[config.mk]
export PLATFORM = sky130hd
export DESIGN_NAME = dual_issue_scheduler
export DESIGN_NICKNAME = d
export VERILOG_FILES = /design/src/rtl/dual_issue_scheduler_pkg.sv /design/src/rtl/dual_issue_scheduler_decode.sv /design/src/rtl/dual_issue_scheduler.sv
export SDC_FILE = /design/constraint.sdc
export NUM_CORES = 1
export LEC_CHECK = 0
export ABC_AREA = 0
export CORE_MARGIN = 2
export CORE_UTILIZATION = 45
export CTS_CLUSTER_DIAMETER = 100
export DETAILED_ROUTE_END_ITERATION = 7
export PLACE_DENSITY_LB_ADDON = 0.08
export SLEW_MARGIN = 20
export SYNTH_ARGS = -nofsm -noshare
export SYNTH_HDL_FRONTEND = slang
export SYNTH_SLANG_ARGS = --single-unit
[constraint.sdc]
create_clock -name clk -period 5.1 [get_ports clk]
set_input_delay 0.765 -clock clk [delete_from_list [all_inputs] [get_ports clk]]
set_output_delay 0.765 -clock clk [all_outputs]
set_load 0.05 [all_outputs]
[src/rtl/dual_issue_scheduler_pkg.sv]
// Shared opcode constants, FSM encoding and decoded-instruction bundle
// for the dual-issue scheduler.
package dual_issue_scheduler_pkg;

    localparam logic [5:0] OP_RTYPE = 6'h00;
    localparam logic [5:0] OP_J     = 6'h02;
    localparam logic [5:0] OP_JAL   = 6'h03;
    localparam logic [5:0] OP_BEQ   = 6'h04;
    localparam logic [5:0] OP_BNE   = 6'h05;
    localparam logic [5:0] OP_LW    = 6'h23;
    localparam logic [5:0] OP_SW    = 6'h2B;
    localparam logic [5:0] FUNCT_JR = 6'h08;

    typedef enum logic [1:0] {
        IDLE = 2'd0,
        PAIR = 2'd1,
        LEFT = 2'd2
    } state_t;

    typedef struct packed {
        logic [4:0] rs;
        logic [4:0] rt;
        logic [4:0] dest;
        logic       reads_rs;
        logic       reads_rt;
        logic       is_mem;
        logic       is_ctrl;
        logic       is_jump;
    } dec_t;

    // Register 0 is hardwired, so a read of it never creates a dependency.
    function automatic logic reads_reg(dec_t d, logic [4:0] r);
        return (r != 5'd0) &&
               ((d.reads_rs && d.rs == r) || (d.reads_rt && d.rt == r));
    endfunction

endpackage

[src/rtl/dual_issue_scheduler_decode.sv]
// Per-slot register usage and instruction class decode.
module issue_decode
    import dual_issue_scheduler_pkg::*;
(
    input  logic [31:0] inst,
    output logic [4:0]  rs,
    output logic [4:0]  rt,
    output logic [4:0]  dest,
    output logic        reads_rs,
    output logic        reads_rt,
    output logic        is_mem,
    output logic        is_ctrl,
    output logic        is_jump
);

    logic [5:0] op;
    logic [5:0] funct;
    logic       unused_shamt;

    assign op           = inst[31:26];
    assign funct        = inst[5:0];
    assign rs           = inst[25:21];
    assign rt           = inst[20:16];
    assign unused_shamt = ^inst[10:6];

    always_comb begin
        dest     = 5'd0;
        reads_rs = 1'b0;
        reads_rt = 1'b0;
        is_mem   = 1'b0;
        is_ctrl  = 1'b0;
        is_jump  = 1'b0;
        case (op)
            OP_RTYPE: begin
                reads_rs = 1'b1;
                reads_rt = 1'b1;
                if (funct == FUNCT_JR) begin
                    is_ctrl = 1'b1;
                    is_jump = 1'b1;
                end else begin
                    dest = inst[15:11];
                end
            end
            OP_LW: begin
                reads_rs = 1'b1;
                dest     = rt;
                is_mem   = 1'b1;
            end
            OP_SW: begin
                reads_rs = 1'b1;
                reads_rt = 1'b1;
                is_mem   = 1'b1;
            end
            OP_BEQ, OP_BNE: begin
                reads_rs = 1'b1;
                reads_rt = 1'b1;
                is_ctrl  = 1'b1;
            end
            OP_J: begin
                is_ctrl = 1'b1;
                is_jump = 1'b1;
            end
            OP_JAL: begin
                is_ctrl = 1'b1;
                is_jump = 1'b1;
                dest    = 5'd31;
            end
            default: begin
                reads_rs = 1'b1;
                dest     = rt;
            end
        endcase
    end

endmodule

[src/rtl/dual_issue_scheduler.sv]
// Two-slot instruction buffer deciding dual, single or no issue per cycle
// from intra-pair dependencies, resource conflicts and EX load-use hazards.
module dual_issue_scheduler
    import dual_issue_scheduler_pkg::*;
#(
    parameter int CNT_W = 16
) (
    input  logic             clk,
    input  logic             rst,
    input  logic             fetch_valid,
    input  logic [31:0]      fetch_inst1,
    input  logic [31:0]      fetch_inst2,
    input  logic [31:0]      fetch_pc,
    output logic             fetch_ready,
    input  logic             ex_memread_1,
    input  logic             ex_memread_2,
    input  logic [4:0]       ex_dest_1,
    input  logic [4:0]       ex_dest_2,
    input  logic             hold,
    input  logic             flush,
    output logic             issue_valid1,
    output logic             issue_valid2,
    output logic [31:0]      issue_inst1,
    output logic [31:0]      issue_inst2,
    output logic [31:0]      issue_pc1,
    output logic [31:0]      issue_pc2,
    output logic [CNT_W-1:0] cnt_dual,
    output logic [CNT_W-1:0] cnt_single,
    output logic [CNT_W-1:0] cnt_stall
);

    state_t      state, state_nx;
    logic [31:0] inst_a, inst_b, pc_a, pc_b;
    dec_t        dec_a, dec_b;
    logic        luse_a, luse_b, pair_ok, stall_pair, stall_left;
    logic        load, inc_dual, inc_single, inc_stall;
    logic        unused_dec;

    issue_decode u_dec_a (
        .inst(inst_a), .rs(dec_a.rs), .rt(dec_a.rt), .dest(dec_a.dest),
        .reads_rs(dec_a.reads_rs), .reads_rt(dec_a.reads_rt),
        .is_mem(dec_a.is_mem), .is_ctrl(dec_a.is_ctrl),
        .is_jump(dec_a.is_jump)
    );

    issue_decode u_dec_b (
        .inst(inst_b), .rs(dec_b.rs), .rt(dec_b.rt), .dest(dec_b.dest),
        .reads_rs(dec_b.reads_rs), .reads_rt(dec_b.reads_rt),
        .is_mem(dec_b.is_mem), .is_ctrl(dec_b.is_ctrl),
        .is_jump(dec_b.is_jump)
    );

    assign unused_dec = dec_b.is_jump;
    assign pc_b       = pc_a + 32'd4;

    assign luse_a = (ex_memread_1 && reads_reg(dec_a, ex_dest_1)) ||
                    (ex_memread_2 && reads_reg(dec_a, ex_dest_2));
    assign luse_b = (ex_memread_1 && reads_reg(dec_b, ex_dest_1)) ||
                    (ex_memread_2 && reads_reg(dec_b, ex_dest_2));

    assign pair_ok = !reads_reg(dec_b, dec_a.dest) &&
                     !(dec_a.dest != 5'd0 && dec_a.dest == dec_b.dest) &&
                     !(dec_a.is_mem && dec_b.is_mem) &&
                     !(dec_a.is_ctrl && dec_b.is_ctrl) &&
                     !dec_a.is_jump;

    // B only counts toward the hazard when it would actually go out with A.
    assign stall_pair = hold || luse_a || (pair_ok && luse_b);
    assign stall_left = hold || luse_b;

    always_ff @(posedge clk or posedge rst) begin
        if (rst) state <= IDLE;
        else     state <= state_nx;
    end

    always_comb begin
        state_nx = state;
        if (flush) begin
            state_nx = IDLE;
        end else begin
            case (state)
                IDLE: state_nx = fetch_valid ? PAIR : IDLE;
                PAIR: begin
                    if (!stall_pair) begin
                        if (pair_ok) state_nx = fetch_valid ? PAIR : IDLE;
                        else         state_nx = LEFT;
                    end
                end
                LEFT: begin
                    if (!stall_left) state_nx = fetch_valid ? PAIR : IDLE;
                end
                default: state_nx = IDLE;
            endcase
        end
    end

    always_comb begin
        fetch_ready  = 1'b0;
        issue_valid1 = 1'b0;
        issue_valid2 = 1'b0;
        issue_inst1  = '0;
        issue_inst2  = '0;
        issue_pc1    = '0;
        issue_pc2    = '0;
        load         = 1'b0;
        inc_dual     = 1'b0;
        inc_single   = 1'b0;
        inc_stall    = 1'b0;
        if (flush) begin
            fetch_ready = 1'b1;
        end else begin
            case (state)
                IDLE: begin
                    fetch_ready = 1'b1;
                    load        = fetch_valid;
                end
                PAIR: begin
                    if (stall_pair) begin
                        inc_stall = 1'b1;
                    end else begin
                        issue_valid1 = 1'b1;
                        issue_inst1  = inst_a;
                        issue_pc1    = pc_a;
                        if (pair_ok) begin
                            issue_valid2 = 1'b1;
                            issue_inst2  = inst_b;
                            issue_pc2    = pc_b;
                            inc_dual     = 1'b1;
                            fetch_ready  = 1'b1;
                            load         = fetch_valid;
                        end else begin
                            inc_single = 1'b1;
                        end
                    end
                end
                LEFT: begin
                    if (stall_left) begin
                        inc_stall = 1'b1;
                    end else begin
                        issue_valid1 = 1'b1;
                        issue_inst1  = inst_b;
                        issue_pc1    = pc_b;
                        inc_single   = 1'b1;
                        fetch_ready  = 1'b1;
                        load         = fetch_valid;
                    end
                end
                default: fetch_ready = 1'b1;
            endcase
        end
    end

    always_ff @(posedge clk or posedge rst) begin
        if (rst) begin
            inst_a <= '0;
            inst_b <= '0;
            pc_a   <= '0;
        end else if (load) begin
            inst_a <= fetch_inst1;
            inst_b <= fetch_inst2;
            pc_a   <= fetch_pc;
        end
    end

    always_ff @(posedge clk or posedge rst) begin
        if (rst) begin
            cnt_dual   <= '0;
            cnt_single <= '0;
            cnt_stall  <= '0;
        end else begin
            if (inc_dual && cnt_dual != '1)     cnt_dual   <= cnt_dual + 1'b1;
            if (inc_single && cnt_single != '1) cnt_single <= cnt_single + 1'b1;
            if (inc_stall && cnt_stall != '1)   cnt_stall  <= cnt_stall + 1'b1;
        end
    end

endmodule

Word level (Yosys, flattened, before mapping):

Index checks and enable logic that the tools add are counted.

* input bits: 113
* logic and storage cells: 165
* output and inout bits: 179
* flip-flop bits (word level): 146

* add/subtract/negate cells: 4
* equal/unequal tests: 32
* muxes and demuxes: 60
* reduce and logical (&&, ||, !) cells: 62

Operators by type and width (number)
* 32-bit two-way mux: 14
* 32-bit one-hot mux with 2 select lines: 2
* 5-bit equality test: 11
* 16-bit by 1-bit adder with 16-bit output, second input constant: 3
* 16-bit inequality test, second input constant: 3
* 32-bit by 3-bit adder with 32-bit output, second input constant: 1
* 1-bit logical AND: 30
* 5-bit one-hot mux with 3 select lines: 2
* 1-bit two-way mux: 27
* 6-bit by 2-bit equality test with 1-bit output, second input constant: 4
* 6-bit by 3-bit equality test with 1-bit output, second input constant: 4
* 6-bit equality test, second input constant: 4
* 4-bit OR reduction: 6
* 5-bit nonzero test: 3
* 1-bit one-hot mux with 2 select lines: 7
* 6-bit by 4-bit equality test with 1-bit output, second input constant: 2
* 6-bit zero test: 2
* 1-bit logical OR: 10
* 5-bit two-way mux: 2
* 2-bit two-way mux: 4
* 2-bit OR reduction: 4
* 3-bit inequality test, second input constant: 2
* 2-bit one-hot mux with 3 select lines: 1
* 1-bit zero test: 5
* other kinds (5): 5

Longest topological paths before layout:

Gate-level depths: netlist of the first run.

* depth in word-level cells: 18
* mapped depth: 14
* depth with buffers taken out: 11

By module:

From an unflattened synthesis of the first run, not the netlist that was laid out.

* cell total of the unflattened synthesis: 1006
* area, all modules: 9442.8 µm²

By module, submodules not included
* dual_issue_scheduler: area an instance 8787.2 µm², times used 1, cells each 906, sequential area each 3653.5 µm²
* issue_decode: area an instance 327.8 µm², times used 2, cells each 50, sequential area each 0.0 µm²

Worst setup path after synthesis of the first run:

OpenSTA, ideal clock, no wires.

* kind: register to output
* from: register inst_a[2]
* to: output port issue_pc1[10]
* arrival time: 4142 ps
* path slack: 193 ps
* cell stages (with the launch flop): 12
* data required time: 4335 ps
* path buffers: 2
* cells stage by stage: dfrtp_1 > or4b_4 > o211a_1 > a21oi_1 > a21oi_1 > nand4b_1 > or4_1 > and4_1 > buf_6 > a21o_1 > buf_2 > a311oi_1

* word-level cells in the longest chain between the ends: 17
* elaborated cells between the ends (all ways): 29
* those cells by class: eq/ne (4); mux (8); reduce/logical (17)

RTL lines
* from (decl): RTL line dual_issue_scheduler.sv:33 `logic [31:0] inst_a, inst_b, pc_a, pc_b;`
* from (signal assigned): RTL line dual_issue_scheduler.sv:159 `inst_a <= fetch_inst1;`
* 6-bit by 4-bit equality test with 1-bit output (*): RTL line dual_issue_scheduler_decode.sv:37 `if (funct == FUNCT_JR) begin`
* 5-bit two-way mux: RTL line dual_issue_scheduler_decode.sv:37
* 5-bit one-hot mux with 3 select lines: RTL line dual_issue_scheduler_decode.sv:33 `case (op)`
* 5-bit equality test: RTL line dual_issue_scheduler_pkg.sv:34 `((d.reads_rs && d.rs == r) || (d.reads_rt && d.rt == r));`
* 1-bit logical AND: RTL line dual_issue_scheduler_pkg.sv:34
* 1-bit logical OR: RTL line dual_issue_scheduler_pkg.sv:34
* 1-bit logical AND: RTL line dual_issue_scheduler_pkg.sv:33 `return (r != 5'd0) &&`
* 1-bit zero test: RTL line dual_issue_scheduler.sv:61 `assign pair_ok = !reads_reg(dec_b, dec_a.dest) &&`
* 1-bit logical AND: RTL line dual_issue_scheduler.sv:61
* 1-bit logical AND: RTL line dual_issue_scheduler.sv:62 `!(dec_a.dest != 5'd0 && dec_a.dest == dec_b.dest) &&`
* 1-bit logical AND: RTL line dual_issue_scheduler.sv:63 `!(dec_a.is_mem && dec_b.is_mem) &&`
* 1-bit logical AND (*): RTL line dual_issue_scheduler.sv:64 `!(dec_a.is_ctrl && dec_b.is_ctrl) &&`
* 1-bit logical AND (*): RTL line dual_issue_scheduler.sv:68 `assign stall_pair = hold || luse_a || (pair_ok && luse_b);`
* 1-bit logical OR (*): RTL line dual_issue_scheduler.sv:68
* 32-bit two-way mux (*): RTL line dual_issue_scheduler.sv:118 `if (stall_pair) begin`
* 32-bit one-hot mux with 2 select lines (*): RTL line dual_issue_scheduler.sv:112 `case (state)`
* 32-bit two-way mux (*): RTL line dual_issue_scheduler.sv:109 `if (flush) begin`
* to (decl): RTL line dual_issue_scheduler.sv:25 `output logic [31:0] issue_pc1,`

Every way passes the cells marked *; elsewhere a longest branch is shown, timed or not.

Final worst setup path of the first run:

* from: register inst_a[2]
* to: output port issue_pc1[28]

The elaborated chain is that of the path after synthesis.

==> flow_summary.toml, run 1 <==
[yosys]
synth-edff-count = 0
synth_area_per_cell_um2 = 9.759
netlist_top_cells_count = "dfrtp_1 (146), nor2_1 (86), xor2_1 (64)"
synth_flop_cell = "dfrtp_1"
synth.area.top_cells = "dfrtp_1 (38%), mux2_2 (7.0%), mux2_4 (6.3%)"
synth-seq-area-share_pct = 38.05
yosysWarnings = 0
netlist_area_um2 = 9603
async_flop_share_pct = 100.0
synth_nets = 1105
yosysMostFrequentCell = "dfrtp_1"
netlist.area_leader.share_pct = 38.05
synthCells = 984
yosysTopAreaCell = "dfrtp_1"
ys_ff_latch = 146
synth_cell_types = 70

[grt]
grt_antenna_before_repair = 1
track_usage_pct = 27.64
grt_pass1_vias = 8582
grt_max_degree = 78
grt_pass1_wl_mm = 48.14
grt_overflow_total = 0

[floorplanning]
floorplan.initialDensity_pct = 45.83
dieArea_um2 = 22520
coreArea_um2 = 20960
die_w_um = 150.1
io_pins = 292
rows = 53
die_y_um = 150.1

[sta]
fmax_mhz = 201.6
hold_ws_ns = 0.4895
fin_setup_tns_ns = 0
rsz0062_at_grt = "false"
finClkSkew_ns = 0.01807
hold_viol_final = 0
fin_crit_ns = 4.961
worst_pin_slew_ns = 1.182
setup_viol = 0
layout_setup_ws_ns = 0.1391
relSlewSlack_pct = 20.98
finalCritPeriodShare_pct = 97.27
drv_slew = 0

[layout]
drive_gt1_share_pct = 26.18
fin_util_pct = 70.06
syn2layout_area_growth_pct = 52.89
final_area_um2 = 14680
num-nets-final = 1361

[critical_path]
worst-setup-path-type = "flop to output pin"
cp.required_ns = 4.34
cp_max_fo = 29
r2r_slack_ns = 1.24
worstSetupStartpointType = "flop"
critical_path_arrival_ns = 4.20
r2r-start = "inst_a[2]$_DFFE_PP0P_"
reg2reg_depth = 10
crit_path_end_kind = "output pin"
r2r-end = "cnt_stall[1]$_DFFE_PP0P_"

[worst_hold_path]
worstHoldEndpoint = "cnt_dual[9]$_DFFE_PP0P_"
min_path_cells = 1
min_path_type = "flop to flop"
hold_start = "cnt_dual[9]$_DFFE_PP0P_"

[clock_tree]
numCtsBuffers = 17
clock_latency_ns = 0.44
cts-root-buf = "clkbuf_16"
cts.sink_count = 146
tritoncts = "yes"
cts_buffer_depth = 2
cts.clk_slew.worst_paths_ns = 0.07
cts.htree.levels = 4

[detailed_routing]
drt_wl_total_mm = 30.96
first_iter_violations = 494
drc = 0
drt_first_pass_iters = 8
ant_nets = 0
viasPerCell = 5.653
wire_per_inst_um = 20.24
via_count = 8649

[run_status]
status = "finished clean"

[placement]
port_buffers = 291
dp_slack_ns = 0.4320
dp_hpwl_mm = 22.14
dpl-instance-area_um2 = 13960
place_congestion = 0.8809

[pwr]
pwr-share-comb_pct = 33.6
power.switching_uw = 1759
p_leak_uw = 0.005982
swShare_pct = 38.54
p_int_uw = 2805
cellPowerDensity_nw_per_um2 = 310.8
clockPowerShare_pct = 27.9
max-vdd-ir-drop_mv = 0.2187
seqPwrFrac_pct = 38.5

[run]
max-cap-violations = 0
-- what timing repair did --
| item | in CTS | in global routing |
|---|---|---|
| hold buffers | 0 | 0 |
| pin swaps | 0 | 2 |
| setup endpoints to repair | 7 | 79 |
| gates resized for setup | 1 | 23 |
| setup buffers | 0 | 3 |
-- metrics by stage --
| step | power (µW) | std cells |
|---|---|---|
| detailed placement | 3267 | 1493 |
| CTS | 4552 | 1525 |
| finish | 4563 | 1530 |
| floorplan | 2708 | 984 |
| global route | 4791 | 1529 |
| global placement | 3246 | 1493 |
-- power groups by stage --
stage	sequential (µW)	clock [µW]	combinational, µW
2_1_floorplan	1640	0	1070
3_3_place_gp	1760	0	1480
3_5_place_dp	1760	0	1500
4_1_cts	1750	1290	1510
5_1_grt	1800	1340	1650
6_report	1760	1270	1530
-- worst max-delay path: stages, from the launching register on --
cell and delay, ns:
dfrtp_1 0.40, or4b_4 0.59, o211a_1 0.29, a21o_1 0.25
o21bai_1 0.15, nand4b_1 0.12, or4_1 0.57, and4_2 0.32
a21o_1 0.22, buf_6 0.21, a31oi_1 0.44, buf_12 0.20
-- routing by layer --
layer | wire length [µm] | GRT usage (%) | share of wire [%]
met1 | 13110 | 36.14 | 42
met2 | 14560 | 43.49 | 47
met3 | 2540 | 8.445 | 8.2
met4 | 760 | 9.575 | 2.5
met5 | 0 | 0 | 0
-- flip-flops by register name (all words and copies together), names as in the netlist --
name,flops
inst_a,32
inst_b,32
pc_a,32
cnt_dual,16
cnt_single,16
cnt_stall,16
state,2
-- cell usage in the layout (no fill, tap or decap), types with 17 or more instances in the layout --
cell | netlist | layout
clkdlybuf4s50_1 | 0 | 160
dfrtp_1 | 146 | 142
buf_12 | 0 | 134
nor2_1 | 86 | 85
xor2_1 | 64 | 64
mux2_2 | 60 | 60
xnor2_1 | 51 | 51
nand3_1 | 48 | 48
nand2_1 | 44 | 44
mux2_4 | 40 | 40
and2_1 | 35 | 35
a22o_1 | 34 | 34
nor3_1 | 42 | 32
o21ai_0 | 27 | 26
a21oi_1 | 26 | 25
nand4_1 | 20 | 20
and3_1 | 19 | 19
inv_1 | 19 | 18
clkbuf_16 | 0 | 17
-- cells by family after synthesis --
logic type | count (synthesis) | share of synthesized area (%)
buffers and inverters | 93 | 4.651
xor gates and xnor gates | 115 | 10.49
AOI/OAI and AO/OA | 169 | 12.96
DFF | 146 | 38.05
adders and majority gates | 8 | 1.042
muxes | 102 | 13.51
and+or+nand+nor | 351 | 19.30
-- layout make-up --
class,count,area [µm²]
flip-flops and latches,146,3659
repair buffers,310,4408
well taps,275,344.1
multi-input cells,745,5594
inverters,20,80.08
clock buffers,17,425.4
diodes,2,5.005
fillers,1581,6274
clock inverters,15,166.4
-- worst max path at each step --
stage / endpoint / slack, ns / cells after the start / from
floorplan: issue_pc1[10] / 0.19 / 11 / inst_a[2]$_DFFE_PP0P_
global placement: issue_pc2[21] / 0.51 / 11 / ex_dest_2[1]
detailed placement: issue_inst2[8] / 0.43 / 11 / ex_dest_2[2]
CTS: issue_pc1[0] / -0.04 / 12 / inst_a[2]$_DFFE_PP0P_
global route: issue_inst1[28] / 0.004 / 12 / inst_a[31]$_DFFE_PP0P_
finish: issue_pc1[28] / 0.14 / 11 / inst_a[2]$_DFFE_PP0P_
Power figures use the tool's default switching activity.
==> inputs of run 2 (changes only) <==
- GPL_TIMING_DRIVEN: unset -> 0
==> run 2 against run 1 <==
Compared with the run above: global-route usage down 0.14 points; final cell count up 3.1%; power down 0.50%; sequential cell count unchanged; first-iteration DRC count up 5.7%; utilization down 5.4 points; count of clock-buffer cells in the layout unchanged; via count up 1.8%; critical path depth up 5.
==> flow_summary.toml, run 2 (synthesized netlist as in run 1, its figures left out) <==
[sta]
rsz0062_at_grt = "true"
hold_viol_final = 0
finClkSkew_ns = 0.01786
drv_slew = 0
fin_crit_ns = 4.948
finalCritPeriodShare_pct = 97.01
fin_setup_tns_ns = 0
relSlewSlack_pct = 41.72
setup_viol = 0
worst_pin_slew_ns = 0.8676
hold_ws_ns = 0.4866
fmax_mhz = 202.1

[layout]
reg_top3 = "inst_a x32, inst_b x32, pc_a x32"
num-nets-final = 1410
final_area_um2 = 13540
drive_gt1_share_pct = 26.19
syn2layout_area_growth_pct = 41.02
fin_util_pct = 64.62
fillers = 1816
antenna_cells = 0
final_common_cell = "clkdlybuf4s50_1"
layout_common_cells = "clkdlybuf4s50_1 (151), dfrtp_1 (145), nor2_1 (84)"

[clock_tree]
cts.clk_slew.worst_paths_ns = 0.07
cts.sink_count = 146
clock_latency_ns = 0.44
cts-root-buf = "clkbuf_16"
numCtsBuffers = 17
cts_hold_buf = 0
cts.htree.levels = 4
cts_buffer_depth = 2
tritoncts = "yes"

[grt]
track_usage_pct = 27.50
grt.busiest_layer = "met2"
met1_usage_pct = 37.70
grt_pass1_vias = 8602
grt_overflow_total = 0
global_route.usage.met2_pct = 43.08
grt_pass1_wl_mm = 47.93
grt_max_degree = 81
use_met3_pct = 6.646
grt_antenna_before_repair = 0

[floorplanning]
coreArea_um2 = 20960
die_w_um = 150.1
floorplan.initialDensity_pct = 45.83
rows = 53
dieArea_um2 = 22520
io_pins = 292
die_y_um = 150.1

[placement]
port_buffers = 281
dp_hpwl_mm = 22.62
place_congestion = 0.8731
dpl-instance-area_um2 = 12790

[detailed_routing]
drt_wl_total_mm = 30.72
wire_per_inst_um = 19.48
drt_first_pass_iters = 5
viasPerCell = 5.583
ant_nets = 0
via_count = 8804
drc = 0
first_iter_violations = 522

[critical_path]
worstSetupStartpointType = "flop"
worst-setup-path-type = "flop to output pin"
crit_path_end_kind = "output pin"
cp_max_fo = 10
cp.required_ns = 4.34
critical_path_arrival_ns = 4.18

[run_status]
status = "finished clean"

[worst_hold_path]
min_path_type = "flop to flop"

[pwr]
max-vdd-ir-drop_mv = 0.2036
cellPowerDensity_nw_per_um2 = 335.3
p_leak_uw = 0.005640
power_uw = 4541

[run]
max-cap-violations = 0
[run 2: changes by cell type in the layout (fill, tap and decap cells not counted), moves of 15 or more]
cell,change
buf_6,+22
clkdlybuf4s15_2,+56
clkbuf_4,+18
clkbuf_1,+39
buf_2,+15
buf_4,+27
buf_12,-134
[run 2: path summary, 6_finish.rpt]
kind / from / endpoint / slack [ns] / cells past startpoint
min in group asynchronous: rst / cnt_dual[5]$_DFFE_PP0P_ / 0.78 / 2
worst min-delay path: cnt_dual[12]$_DFFE_PP0P_ / cnt_dual[12]$_DFFE_PP0P_ / 0.49 / 1
max in group asynchronous: rst / inst_b[28]$_DFFE_PP0P_ / 3.53 / 3
worst min register to register: cnt_dual[12]$_DFFE_PP0P_ / cnt_dual[12]$_DFFE_PP0P_ / 0.49 / 1
worst max register to register: inst_a[4]$_DFFE_PP0P_ / pc_a[12]$_DFFE_PP0P_ / 1.19 / 13
worst max-delay path: inst_a[28]$_DFFE_PP0P_ / issue_inst1[28] / 0.15 / 16
[run 2: metal layers]
layer | up-vias | part of all wire (%)
li1 | 4142 | -
met1 | 4282 | 44
met2 | 338 | 46
met4 | 0 | 1.9
met3 | 42 | 7.6
met5 | - | 0
[run 2: critical path, cell delays in order (launching register included)]
cell      delay [ns]
dfrtp_1         0.37
buf_2           0.19
nor4_4          0.39
buf_4           0.19
o211ai_1        0.12
buf_4           0.17
a22oi_1         0.16
o21a_1          0.14
nand3_1         0.09
or4_4           0.54
and4_1          0.21
buf_6           0.14
a21o_1          0.21
nor2_4          0.23
buf_6           0.20
a22o_1          0.22
buf_6           0.18
[run 2: where the power goes]
part	switching [µW]	internal, µW
clock	612	708
sequential	270	1370
combinational	860	720
[run 2: area by class of cell]
cell class              instances  area (µm²)  area share, %
plain buffers                  73       405.4          2.994
clock buffers                  17       425.4          3.141
clock inverters                15       187.7          1.386
inverters                      20       87.58         0.6468
multi-input cells             745        5645          41.69
flip-flops and latches        146        3655          26.99
well taps                     275       344.1          2.541
repair buffers                286        2791          20.61
[run 2: timing repair]
action	CTS	global route
pin swaps	1	6
setup buffers	2	2
endpoints found under the setup margin	131	131
resized for setup	577	102
gates cloned	0	0
[run 2: per-stage QoR]
step,instances,setup slack [ns]
6_report,1577,0.1524
5_1_grt,1577,-0.02474
4_1_cts,1575,-0.03017
3_5_place_dp,1541,-0.3846
3_3_place_gp,1540,-1.921
2_1_floorplan,984,0.1934
==> inputs of run 3 (changes only) <==
- CORE_UTILIZATION: 45 -> 40
==> run 3 against run 2 <==
Compared with the run above: sequential cell count did not move; first-iteration DRC count rose by 19%; power fell by 0.60%; non-clock buffer count rose by 2; critical endpoint is now issue_pc1[0]; combinational power barely moved; count of clock-buffer cells in the layout did not move; register-to-register slack got worse by 0.06 ns; final cell count rose by 3.0%; critical path depth fell by 3; largest power group unchanged; clock power barely moved.
==> flow_summary.toml, run 3 (synthesized netlist as in run 1, its figures left out) <==
[detailed_routing]
drt_wl_total_mm = 31.66
drc = 0
wire_per_inst_um = 19.48
drt_first_pass_iters = 5
first_iter_violations = 619
ant_nets = 0
viasPerCell = 5.382
via_count = 8745

[clock_tree]
numCtsBuffers = 17
cts.htree.levels = 4
cts-root-buf = "clkbuf_16"
tritoncts = "yes"
clock_latency_ns = 0.43
cts_hold_buf = 0
cts_buffer_depth = 2
cts.sink_count = 146
cts.clk_slew.worst_paths_ns = 0.07

[sta]
setup_viol = 0
drv_slew = 0
relSlewSlack_pct = 42.13
fmax_mhz = 199.4
fin_setup_tns_ns = 0
hold_viol_final = 0
finClkSkew_ns = 0.01829
fin_crit_ns = 5.016
finalCritPeriodShare_pct = 98.35
worst_pin_slew_ns = 0.8615

[layout]
layout_common_cells = "clkdlybuf4s50_1 (151), dfrtp_1 (146), nor2_1 (85)"
drive_gt1_share_pct = 26.46
reg_top3 = "inst_a x32, inst_b x32, pc_a x32"
final_area_um2 = 13470
fin_util_pct = 57.23
num-nets-final = 1412
final_common_cell = "clkdlybuf4s50_1"
syn2layout_area_growth_pct = 40.31
final_cells = 1625

[floorplanning]
die_w_um = 158.9
rows = 56
dieArea_um2 = 25260
io_pins = 292
die_y_um = 158.9
coreArea_um2 = 23540
floorplan.initialDensity_pct = 40.79

[placement]
dp_hpwl_mm = 23.04
dpl-instance-area_um2 = 12850
place_congestion = 0.9060
dpl.cell_count = 1585
port_buffers = 281

[critical_path]
cp.required_ns = 4.34
max_stage_delay_ns = 0.60
path_cells = "or4b_4 > o211a_4 > a21o_1 > o21bai_1 > nand4b_1 > or4_4 > and4_1 > buf_6 > a21o_1 > clkbuf_4 > a21oi_4 > and2_1 > buf_2"
worstSetupStartpointType = "flop"
cp_max_fo = 10
cp_common_cell = "a21o_1"
crit_path_end_kind = "output pin"
worst-setup-path-type = "flop to output pin"
critical_path_arrival_ns = 4.25
critPathSlowestCell = "or4b_4"

[worst_hold_path]
min_path_type = "flop to flop"

[pwr]
p_leak_uw = 0.005665
max-vdd-ir-drop_mv = 0.1687
cellPowerDensity_nw_per_um2 = 335.0

[run_status]
status = "finished clean"

[grt]
grt_antenna_before_repair = 2
grt_pass1_vias = 8522
grt_max_degree = 83
grt_pass1_wl_mm = 48.85
track_usage_pct = 24.48
grt_overflow_total = 0

[run]
max-cap-violations = 0
## run 3: layout make-up
class,instances,area (µm²)
multi-input cells,745,5619
fillers,2195,10070
clock buffers,17,425.4
repair buffers,288,2705
flip-flops and latches,146,3654
clock inverters,15,166.4
plain buffers,73,412.9
inverters,20,87.58
well taps,319,399.1
diodes,2,5.005
## run 3: path summary, 6_finish.rpt
path	startpoint	end	slack, ns	depth (start not counted)
min in group asynchronous	rst	cnt_single[3]$_DFFE_PP0P_	0.77	2
min reg2reg	cnt_dual[11]$_DFFE_PP0P_	cnt_dual[11]$_DFFE_PP0P_	0.49	1
max in group asynchronous	rst	inst_b[28]$_DFFE_PP0P_	3.49	3
min	cnt_dual[11]$_DFFE_PP0P_	cnt_dual[11]$_DFFE_PP0P_	0.49	1
max reg2reg	inst_a[4]$_DFFE_PP0P_	pc_a[6]$_DFFE_PP0P_	1.13	13
max	inst_a[4]$_DFFE_PP0P_	issue_pc1[0]	0.08	13
## run 3: what timing repair did
action                                  in CTS  in global routing
gates cloned                                 0                  1
pin swaps                                    0                  2
endpoints found under the setup margin     131                131
setup buffers                                0                  5
resized for setup                          555                107
## run 3: worst max-delay path: cells and delay by family (launching register included)
family	cells	cell delay, ns
flops	1	0.40
simple gates	5	1.66
compound gates	5	1.12
buf+inv	3	0.64
## run 3: report_power, final
group | switching [µW] | internal, µW
combinational | 856 | 720
sequential | 271 | 1370
clock | 597 | 699
## run 3: metrics by stage
step	setup WS [ns]	total power [µW]	hold WS, ns
after floorplan	0.1934	2708	0.4811
after global placement	-1.940	3173	0.4810
after detailed placement	-0.4221	3197	0.4841
after CTS	-0.02562	4497	0.4934
after global routing	-0.01864	4748	0.5086
final	0.08419	4513	0.4913
## run 3: per-layer routing
layer | wire length [µm] | track usage (%)
met5 | 0 | 0
met4 | 705 | 6.694
met3 | 2508 | 6.721
met2 | 14310 | 38.31
met1 | 14130 | 33.50
